--- src/rtl/fetch_unit.sv ---
// Qu core instruction fetch front end: sequential PC generation, in-order imem requests,
// response FIFO toward decode, redirect flush. Optional stall counter via QU_FETCH_STALL_CNT_EN.
module fetch_unit #(
  parameter int                    INSTR_WIDTH = 32,
  parameter int                    ADDR_WIDTH  = 32,
  parameter logic [ADDR_WIDTH-1:0] RESET_PC    = '0,
  parameter int                    FIFO_DEPTH  = 2
) (
  input  logic                   clk,
  input  logic                   rst,
  output logic                   imem_req_valid,
  input  logic                   imem_req_ready,
  output logic [ADDR_WIDTH-1:0]  imem_req_addr,
  input  logic                   imem_rsp_valid,
  input  logic [INSTR_WIDTH-1:0] imem_rsp_data,
  input  logic                   redirect,
  input  logic [ADDR_WIDTH-1:0]  redirect_pc,
  output logic                   instr_valid,
  input  logic                   instr_ready,
  output logic [INSTR_WIDTH-1:0] instr_out,
`ifdef QU_FETCH_STALL_CNT_EN
  output logic [ADDR_WIDTH-1:0]  pc_out,
  output logic [31:0]            stall_cnt
`else
  output logic [ADDR_WIDTH-1:0]  pc_out
`endif
);

  localparam int CW = $clog2(FIFO_DEPTH + 1);
  localparam int PW = $clog2(FIFO_DEPTH);
  localparam int DEPTH_INT = FIFO_DEPTH;
  localparam logic [CW:0] DEPTH_L = DEPTH_INT[CW:0];

  logic [ADDR_WIDTH-1:0]  pc_q, pc_d;
  logic [CW-1:0]          out_q, out_d, drop_q, drop_d, cnt_q, cnt_d;
  logic [PW-1:0]          frd_q, frd_d, fwr_q, fwr_d, qrd_q, qrd_d, qwr_q, qwr_d;
  logic [INSTR_WIDTH-1:0] fifo_instr_q [FIFO_DEPTH];
  logic [ADDR_WIDTH-1:0]  fifo_pc_q    [FIFO_DEPTH];
  logic [ADDR_WIDTH-1:0]  pcq_q        [FIFO_DEPTH];
  logic [CW:0]            inflight;
  logic                   req_fire, push, pop;

  // Credits cover both in-flight requests and buffered words, so a response always has a slot.
  assign inflight       = {1'b0, out_q} + {1'b0, cnt_q};
  assign imem_req_valid = !rst && !redirect && (inflight < DEPTH_L);
  assign imem_req_addr  = pc_q;
  assign req_fire       = imem_req_valid && imem_req_ready;
  assign instr_valid    = (cnt_q != '0);
  assign pop            = instr_valid && instr_ready && !redirect;
  assign push           = imem_rsp_valid && (drop_q == '0) && !redirect;
  assign instr_out      = instr_valid ? fifo_instr_q[frd_q] : '0;
  assign pc_out         = instr_valid ? fifo_pc_q[frd_q] : '0;

  always_comb begin
    pc_d   = pc_q;
    out_d  = out_q;
    drop_d = drop_q;
    cnt_d  = cnt_q;
    frd_d  = frd_q;
    fwr_d  = fwr_q;
    qrd_d  = qrd_q;
    qwr_d  = qwr_q;
    if (imem_rsp_valid) begin
      qrd_d = qrd_q + PW'(1);
    end
    if (redirect) begin
      pc_d   = redirect_pc;
      cnt_d  = '0;
      frd_d  = '0;
      fwr_d  = '0;
      out_d  = out_q - CW'(imem_rsp_valid);
      drop_d = out_q - CW'(imem_rsp_valid);
    end else begin
      if (req_fire) begin
        pc_d  = pc_q + ADDR_WIDTH'(4);
        qwr_d = qwr_q + PW'(1);
      end
      if (imem_rsp_valid && (drop_q != '0)) begin
        drop_d = drop_q - CW'(1);
      end
      if (push) begin
        fwr_d = fwr_q + PW'(1);
      end
      if (pop) begin
        frd_d = frd_q + PW'(1);
      end
      out_d = out_q + CW'(req_fire) - CW'(imem_rsp_valid);
      cnt_d = cnt_q + CW'(push) - CW'(pop);
    end
  end

  always_ff @(posedge clk or posedge rst) begin
    if (rst) begin
      pc_q   <= RESET_PC;
      out_q  <= '0;
      drop_q <= '0;
      cnt_q  <= '0;
      frd_q  <= '0;
      fwr_q  <= '0;
      qrd_q  <= '0;
      qwr_q  <= '0;
    end else begin
      pc_q   <= pc_d;
      out_q  <= out_d;
      drop_q <= drop_d;
      cnt_q  <= cnt_d;
      frd_q  <= frd_d;
      fwr_q  <= fwr_d;
      qrd_q  <= qrd_d;
      qwr_q  <= qwr_d;
    end
  end

  // Storage needs no reset: occupancy counters alone decide what is visible.
  always_ff @(posedge clk) begin
    if (req_fire) begin
      pcq_q[qwr_q] <= pc_q;
    end
    if (push) begin
      fifo_instr_q[fwr_q] <= imem_rsp_data;
      fifo_pc_q[fwr_q]    <= pcq_q[qrd_q];
    end
  end

`ifdef QU_FETCH_STALL_CNT_EN
  logic [31:0] stall_q;

  always_ff @(posedge clk or posedge rst) begin
    if (rst) begin
      stall_q <= '0;
    end else if (instr_ready && !instr_valid && (stall_q != 32'hFFFF_FFFF)) begin
      stall_q <= stall_q + 32'd1;
    end
  end

  assign stall_cnt = stall_q;
`endif

endmodule
--- config.mk ---
export PLATFORM = sky130hd
export DESIGN_NAME = fetch_unit
export DESIGN_NICKNAME = d
export VERILOG_FILES = /design/src/rtl/fetch_unit.sv
export SDC_FILE = /design/constraint.sdc
export NUM_CORES = 1
export LEC_CHECK = 0
export BUFFER_PORTS_ARGS = -buffer_cell sky130_fd_sc_hd__clkbuf_2
export CORE_UTILIZATION = 56
export DETAILED_ROUTE_END_ITERATION = 6
export GPL_ROUTABILITY_DRIVEN = 0
export PLACE_DENSITY = 0.84
export SLEW_MARGIN = 10
export SYNTH_ARGS = -nofsm -noshare
export SYNTH_HDL_FRONTEND = slang
export SYNTH_SLANG_ARGS = --single-unit
--- constraint.sdc ---
create_clock -name clk -period 5.5 [get_ports clk]
set_clock_uncertainty 0.1 [all_clocks]
set_input_delay 0 -clock clk [delete_from_list [all_inputs] [get_ports clk]]
set_output_delay 0 -clock clk [all_outputs]
set_load 0.05 [all_outputs]
---- Word-level counts from Yosys, hierarchy flattened ----
Memory sizes are Yosys's and may differ from the RTL's.
Cells that the tools add are included.
cells by class
  magnitude comparators ................... 1
  shifts and indexed selects .............. 0
  reduce and logical (&&, ||, !) cells .... 18
  $mul .................................... 0
  bitwise logic cells ..................... 1
  eq/ne operators ......................... 0
  mux-type cells .......................... 16
  add/subtract/negate cells ............... 12
  divide/modulo/power cells ............... 0
operator list
  cell                   number
  $mux 32                4
  $add 32x3->32 const B  1
  $reduce_bool 2->1      6
  $logic_and 1x1->1      8
  $mux 1                 8
  $mux 2                 4
  $sub 2x1->2            3
  $add 1x1->1 const B    4
  $add 2x1->2            2
  $add 2x2->3            1
  $lt 3x2->1 const B     1
  $logic_not 1->1        2
  $logic_not 2->1        1
  $reduce_and 2->1       1
  $sub 2x1->2 const B    1
  $not 1->1              1
storage, ports and cells
  bits in latches ......................... 0
  memories kept ........................... 3
  memory bits (writable) .................. 192
  ROM bits ................................ 0
  register bits after elaboration ......... 42
  logic and storage cells ................. 59
  input bits .............................. 70
memory list
  memory        words  width  rd ports  clocked after memory_dff  write ports  RTL line  RTL
  fifo_instr_q  2      32     1         0                         1            37        logic [INSTR_WIDTH-1:0] fifo_instr_q [FIFO_DEPTH];
  fifo_pc_q     2      32     1         0                         1            38        logic [ADDR_WIDTH-1:0] fifo_pc_q [FIFO_DEPTH];
  pcq_q         2      32     1         0                         1            39        logic [ADDR_WIDTH-1:0] pcq_q [FIFO_DEPTH];

---- Longest topological paths before layout ----
Gate-level depths: netlist of run 1.
  depth after elaboration ................. 7
  depth in mapped cells ................... 13

---- Worst setup path after synthesis of run 1 ----
Ideal clock, no wire load.
  path kind ............................... register -> register
  from .................................... register out_q[0]
  to ...................................... memory pcq_q[0][0], enable pin
  library setup time ...................... 421 ps
  data arrival time ....................... 3,697 ps
  slack ................................... 1,282 ps
  stages on the path, launching flop included .. 9
  path buffers ............................ 2
  cell sequence ........................... dfrtp_1 > and2_1 > fa_1 > nor4_4 > and2_2 > buf_6 > inv_2 > buf_2 > nor2_1
on the way
  word-level cells in the longest chain between the ends .. 6
ends and longest elaborated chain
  item                          RTL line  RTL
  start: declaration            35        logic [CW-1:0] out_q, out_d, drop_q, drop_d, cnt_q, cnt_d;
  start signal: assignment      104       out_q <= out_d;
  $add 2x2->3                   44        assign inflight = {1'b0, out_q} + {1'b0, cnt_q};
  $lt 3x2->1                    45        assign imem_req_valid = !rst && !redirect && (inflight < DEPTH_L);
  $logic_and 1x1->1             45
  net imem_req_valid            11        output logic imem_req_valid,
  $logic_and 1x1->1             47        assign req_fire = imem_req_valid && imem_req_ready;
  $mux 1                        116       if (req_fire) begin
  $mux 1 (implied by the code)  117       pcq_q[qwr_q] <= pc_q;
  end: declaration              39
The timed path passes the listed nets, and every way through them passes these cells.

---- Worst setup path after layout of run 1 ----
  from .................................... register cnt_q[0]
  to ...................................... memory pcq_q[0][2], enable pin
on the way
  word-level cells in the longest chain between the ends .. 6
ends and longest elaborated chain
  item                          RTL line  RTL
  start: declaration            35
  start signal: assignment      106       cnt_q <= cnt_d;
  $add 2x2->3                   44
  $lt 3x2->1                    45
  $logic_and 1x1->1             45
  $logic_and 1x1->1             47
  $mux 1                        116
  $mux 1 (implied by the code)  117
No other way between the ends.

==> run_results.csv, run 1 <==
group,metric,value,unit
clock_tree,root_buffer,"clkbuf_16",
logic_synthesis,yosys.area.top_type,"edfxtp_1",
sta,fin_ws,1980,ps
clock_tree,clk_pin_slew,60,ps
sta,tightest_slew,945,ps
critical_path,crit_family,"simple AND/OR/NAND/NOR gates",
pwr,peakVddDrop,0.000246,V
pwr,leakage,0.00456,µW
final_layout,diodes,0,
drt,postRouteAntennaNets,0,
sta,slew_violations,0,
floorplan,start_util,0.579,
worst_hold_path,hp-class,"primary input to register",
worst_hold_path,worstHoldStart,"imem_req_ready",
logic_synthesis,yosys_warnings,0,
logic_synthesis,ys_seq_area_frac,0.704,
logic_synthesis,synth_cell_types,53,
final_layout,area_growth,24.8,%
clock_tree,holdBufCountCts,70,
floorplan,dieWidth,133,µm
sta,hold_viol,0,
outcome,status,"complete, no violations",
sta,slew_headroom,0.369,
critical_path,worst-path-stages,6,
final_layout,drive_gt1_frac,0.278,
placed_design,place_ws,1950,ps
logic_synthesis,syn_inst,651,
logic_synthesis,ys_top_cells_by_count,"192 x edfxtp_1, 84 x nor2_1, 68 x mux2i_1",
critical_path,slowest_stage,"nor2_4",
clock_tree,cts_tree,"yes",
sta,setup_viol,0,
floorplan,ios,168,
floorplan,die_y,133,µm
drt,wl_per_cell,18.4,µm
drt,viasPerCell,5.61,
clock_tree,cts.sinks,234,
sta,fin_crit,3520,ps
clock_tree,h-tree-depth,1,
global_routing,grt_pass1_wl,32400,µm
logic_synthesis,postSynthRegisterBits,234,
global_routing,grtUsageTotal,0.235,
global_routing,first_global_vias,6246,
logic_synthesis,synthFlopType,"edfxtp_1",
drt,dr.pass1.iters,5,
logic_synthesis,synth_area,9680,µm²
critical_path,r2r-start,"cnt_q[0]",
flow_run,maxCapViolCount,0,
placed_design,io_buffers,167,
clock_tree,post_cts_buffers,0,
logic_synthesis,yosysMostFrequentCell,"edfxtp_1",
critical_path,crit_chain,"and2_1, fa_1, nor4_4, and2_2, inv_2, nor2_4",
clock_tree,cts_buffer_depth,3,
sta,period_share,0.640,
drt,route.detailed.drc,0,
critical_path,crit_arrival,3540,ps
global_routing,grt_overflow,0,
drt,routed_wl,20700,µm
critical_path,worst_setup_path_start_kind,"register",
final_layout,fill_cells,1086,
logic_synthesis,synth_edf_count,192,
drt,drt_iter0_markers,467,
critical_path,crit_start,"cnt_q[0]",
floorplan,row_count,47,
logic_synthesis,syn_nets,729,
critical_path,rr_worst_depth,6,
pwr,cellPowerDensity,434,nW/µm²
logic_synthesis,syn_area_per_cell,14.9,µm²
drt,vias,6294,
global_routing,antenna_found_initial,0,
clock_tree,cts.repair.resized,0,
clock_tree,clk_latency,500,ps
critical_path,worstSetupEndpointType,"register",
logic_synthesis,synth_area_leaders,"edfxtp_1 60%, dfrtp_1 11%, mux2i_1 7.0%",
logic_synthesis,netlist.area_leader.share,0.596,
final_layout,nets,966,
sta,final.setup.tns,0,ps
critical_path,worstSetupPathType,"register to register",
floorplan,die_area,17800,µm²
sta,max_clock_freq,284,MHz
floorplan,coreArea,16700,µm²
sta,rsz0062_at_grt,"no",
final_layout,final_util,0.723,
critical_path,path_buf_inv,1,
critical_path,slowest_delay,800,ps
clock_tree,numCtsBuffers,23,
logic_synthesis,async_flop_share,0.179,
critical_path,cp_max_fo,35,
placed_design,dpl.hpwl,12600,µm
critical_path,cp.required,5520,ps
worst_hold_path,worstHoldPathCells,4,
global_routing,grt_max_degree,65,
[report_power, final]
| group | switching (µW) | leakage (µW) | total [µW] | internal (µW) |
|---|---|---|---|---|
| combinational | 1050 | 0.00199 | 1500 | 453 |
| clock | 601 | 0.000320 | 1410 | 811 |
| sequential | 167 | 0.00225 | 2330 | 2160 |
| total | 1820 | 0.00456 | 5240 | 3420 |
[stage by stage]
stage / std cells / hold WS [ps] / power (µW) / instance area, µm²
after floorplan: 651 / -24.1 / 3460 / 9680
after global placement: 1013 / 88.8 / 3790 / 10700
after detailed placement: 1013 / 92.7 / 3820 / 10700
after CTS: 1122 / 34.5 / 5270 / 12100
after global routing: 1122 / 83.6 / 5450 / 12100
final: 1122 / 52.6 / 5240 / 12100
[per-layer routing]
layer,wire (µm),part of all wire,vias up,track usage
li1,-,-,2927,-
met1,8090,0.39,3078,0.288
met2,10600,0.51,255,0.411
met3,1440,0.070,34,0.0548
met4,548,0.027,0,0.0758
met5,0,0,-,0
[registers in the layout (all words and copies together) (netlist names)]
signal / cells
fifo_instr_q: 64
fifo_pc_q: 64
pcq_q: 64
imem_req_addr: 32
cnt_q: 2
drop_q: 2
out_q: 2
frd_q: 1
fwr_q: 1
qrd_q: 1
qwr_q: 1
[kinds of logic (layout without fill, tap and decap cells)]
| group | after synthesis | count (layout) | share of synthesized area |
|---|---|---|---|
| AOI/OAI and AO/OA | 68 | 68 | 0.0500 |
| buffers and inverters | 44 | 295 | 0.0216 |
| DFF | 234 | 234 | 0.704 |
| adders and majority gates | 8 | 8 | 0.0111 |
| and+or+nand+nor | 184 | 184 | 0.0930 |
| muxes | 102 | 102 | 0.110 |
| xor gates and xnor gates | 11 | 11 | 0.00996 |
[cells in the final DEF, fill, tap and decap left out, types with 10 or more instances in the layout]
cell           synthesis  final
dlygate4sd3_1          0     70
dfrtp_1               42     41
mux2_2                34     34
nand2_1               36     36
inv_1                 11     10
nor2_1                84     80
o311ai_0              12     12
mux2i_1               68     68
o21ai_0               21     21
edfxtp_1             192    192
clkbuf_16              0     23
clkbuf_2               0    167
nand3_1               16     16
[area by class of cell]
class	count	area, µm²	area share
Multi-Input combinational cell	373	2680	0.222
Tap cell	220	275	0.0228
Clock inverter	8	57.6	0.00477
Inverter	12	45.0	0.00373
Sequential cell	234	6820	0.565
Clock buffer	31	606	0.0502
Timing Repair Buffer	244	1590	0.132
[path summary, 6_finish.rpt]
kind,endpoint,slack (ps)
setup / recovery,pcq_q[0][2],1980
setup reg to reg,pcq_q[0][2],1980
min in group asynchronous,cnt_q[0],140
max in group asynchronous,frd_q,4710
hold reg to reg,pcq_q[0][0],410
hold / removal,imem_req_addr[6],50
[worst register-to-register path: stages (launching register included)]
cell     delay (ps)
dfrtp_1         410
and2_1          160
fa_1            470
nor4_4          340
and2_2          460
inv_2           350
nor2_4          820
Power figures use the tool's default switching activity.
==> inputs of run 2 (changes only) <==
==> constraint.sdc (replaced) <==
create_clock -name clk -period 3.5 [get_ports clk]
set_clock_uncertainty 0.1 [all_clocks]
set_input_delay 0 -clock clk [delete_from_list [all_inputs] [get_ports clk]]
set_output_delay 0 -clock clk [all_outputs]
set_load 0.05 [all_outputs]
==> run 2 against run 1 <==
  * Sequential power rose by 57%
  * Core utilization rose by 0.64 points
  * Total power rose by 60%
  * Via count fell by 0.17%
==> run_results.csv, run 2 (synthesis gave the netlist of run 1 again) <==
group,metric,value,unit
sta,setup_viol,0,
floorplan,row_count,47,
floorplan,start_util,0.579,
drt,route.detailed.drc,0,
critical_path,worstSetupEndpointType,"register",
drt,routed_wl,21200,µm
global_routing,antenna_found_initial,0,
clock_tree,cts_tree,"yes",
drt,vias,6283,
floorplan,dieWidth,133,µm
floorplan,coreArea,16700,µm²
sta,rsz0062_at_grt,"no",
floorplan,die_area,17800,µm²
drt,postRouteAntennaNets,0,
flow_run,maxCapViolCount,0,
clock_tree,root_buffer,"clkbuf_16",
sta,slew_headroom,0.384,
floorplan,die_y,133,µm
sta,period_share,0.901,
global_routing,grt_overflow,0,
worst_hold_path,hp-class,"primary input to register",
critical_path,worstSetupPathType,"register to register",
final_layout,layout_common_cells,"192 x edfxtp_1, 167 x clkbuf_2, 80 x nor2_1, 69 x dlygate4sd3_1, 68 x mux2i_1",
clock_tree,cts.sinks,234,
pwr,cellPowerDensity,687,nW/µm²
floorplan,ios,168,
final_layout,largestRegisters,"fifo_instr_q (64), fifo_pc_q (64), pcq_q (64)",
drt,dr.pass1.iters,5,
placed_design,io_buffers,167,
final_layout,nets,973,
global_routing,grt_pass1_wl,33100,µm
critical_path,cp_max_fo,18,
global_routing,first_global_vias,6396,
sta,fin_crit,3150,ps
final_layout,final_cell_area,12200,µm²
sta,max_clock_freq,317,MHz
sta,slew_violations,0,
critical_path,worst_setup_path_start_kind,"register",
clock_tree,cts.repair.resized,0,
final_layout,final_common_cell,"edfxtp_1",
outcome,status,"complete, no violations",
clock_tree,h-tree-depth,1,
placed_design,dpl.hpwl,12700,µm
drt,drt_iter0_markers,534,
clock_tree,clk_pin_slew,60,ps
global_routing,grtUsageTotal,0.241,
critical_path,cp.required,3830,ps
sta,tightest_slew,924,ps
pwr,leakage,0.00463,µW
clock_tree,clk_latency,490,ps
global_routing,grt_max_degree,65,
sta,hold_viol,0,
sta,fin_hold_ws,90.0,ps
critical_path,crit_arrival,3480,ps
drt,wl_per_cell,18.7,µm
final_layout,diodes,0,
placed_design,dpl_cell_area,10800,µm²
drt,viasPerCell,5.56,
final_layout,drive_gt1_frac,0.288,
pwr,peakVddDrop,0.000453,V
final_layout,area_growth,25.9,%
clock_tree,numCtsBuffers,23,
final_layout,final_util,0.729,
clock_tree,cts_buffer_depth,3,
[run 2: worst paths after layout]
check / slack, ps / to / cells after the start / startpoint
max: 350 / imem_req_addr[5] / 7 / cnt_q[0]
min: 90 / fwr_q / 3 / redirect
max reg2reg: 350 / imem_req_addr[5] / 7 / cnt_q[0]
min reg2reg: 410 / pcq_q[1][1] / 0 / imem_req_addr[1]
max in group asynchronous: 2690 / frd_q / 4 / rst
min in group asynchronous: 180 / drop_q[0] / 4 / rst
[run 2: area by class of cell]
cell class	instances	area (µm²)
flip-flops and latches	234	6820
multi-input cells	373	2680
well taps	220	275
inverters	12	45.0
repair buffers	251	1650
clock buffers	30	612
clock inverters	11	97.6
fillers	1047	4520
[run 2: where the power goes]
group	switching [µW]	internal, µW	leakage [µW]
clock network	939	1370	0.000347
registers	259	3390	0.00225
logic	1670	729	0.00203
[run 2: what timing repair did]
| action | 4_1_cts | 5_1_grt |
|---|---|---|
| endpoints found under the hold margin | 145 | 0 |
| buffers inserted | 0 | 0 |
| hold buffers | 69 | 0 |
[run 2: worst max-delay path, cell delays in order, from the launching register on]
cell and delay, ps:
dfrtp_1 440, and2_1 180, fa_1 550, nor4_4 80, a21oi_2 710, o21ai_0 260
o311ai_0 160, dlygate4sd3_1 610
[run 2: per-layer routing]
layer	GRT usage	vias to the layer above	share of wire	routed length (µm)
li1	-	2944	-	-
met1	0.300	3024	0.40	8430
met2	0.429	270	0.51	10900
met3	0.0384	45	0.063	1340
met4	0.0859	0	0.025	530
met5	0	-	0	0
[run 2: stage by stage]
| step | total power, µW | TNS, ps | setup WS [ps] | cells |
|---|---|---|---|---|
| 5_1_grt | 8690 | 0 | 302 | 1131 |
| 3_3_place_gp | 5970 | 0 | 705 | 1021 |
| 2_1_floorplan | 5430 | -89550 | -700 | 651 |
| 4_1_cts | 8410 | 0 | 534 | 1131 |
| 6_report | 8360 | 0 | 347 | 1131 |
| 3_5_place_dp | 6030 | 0 | 603 | 1021 |
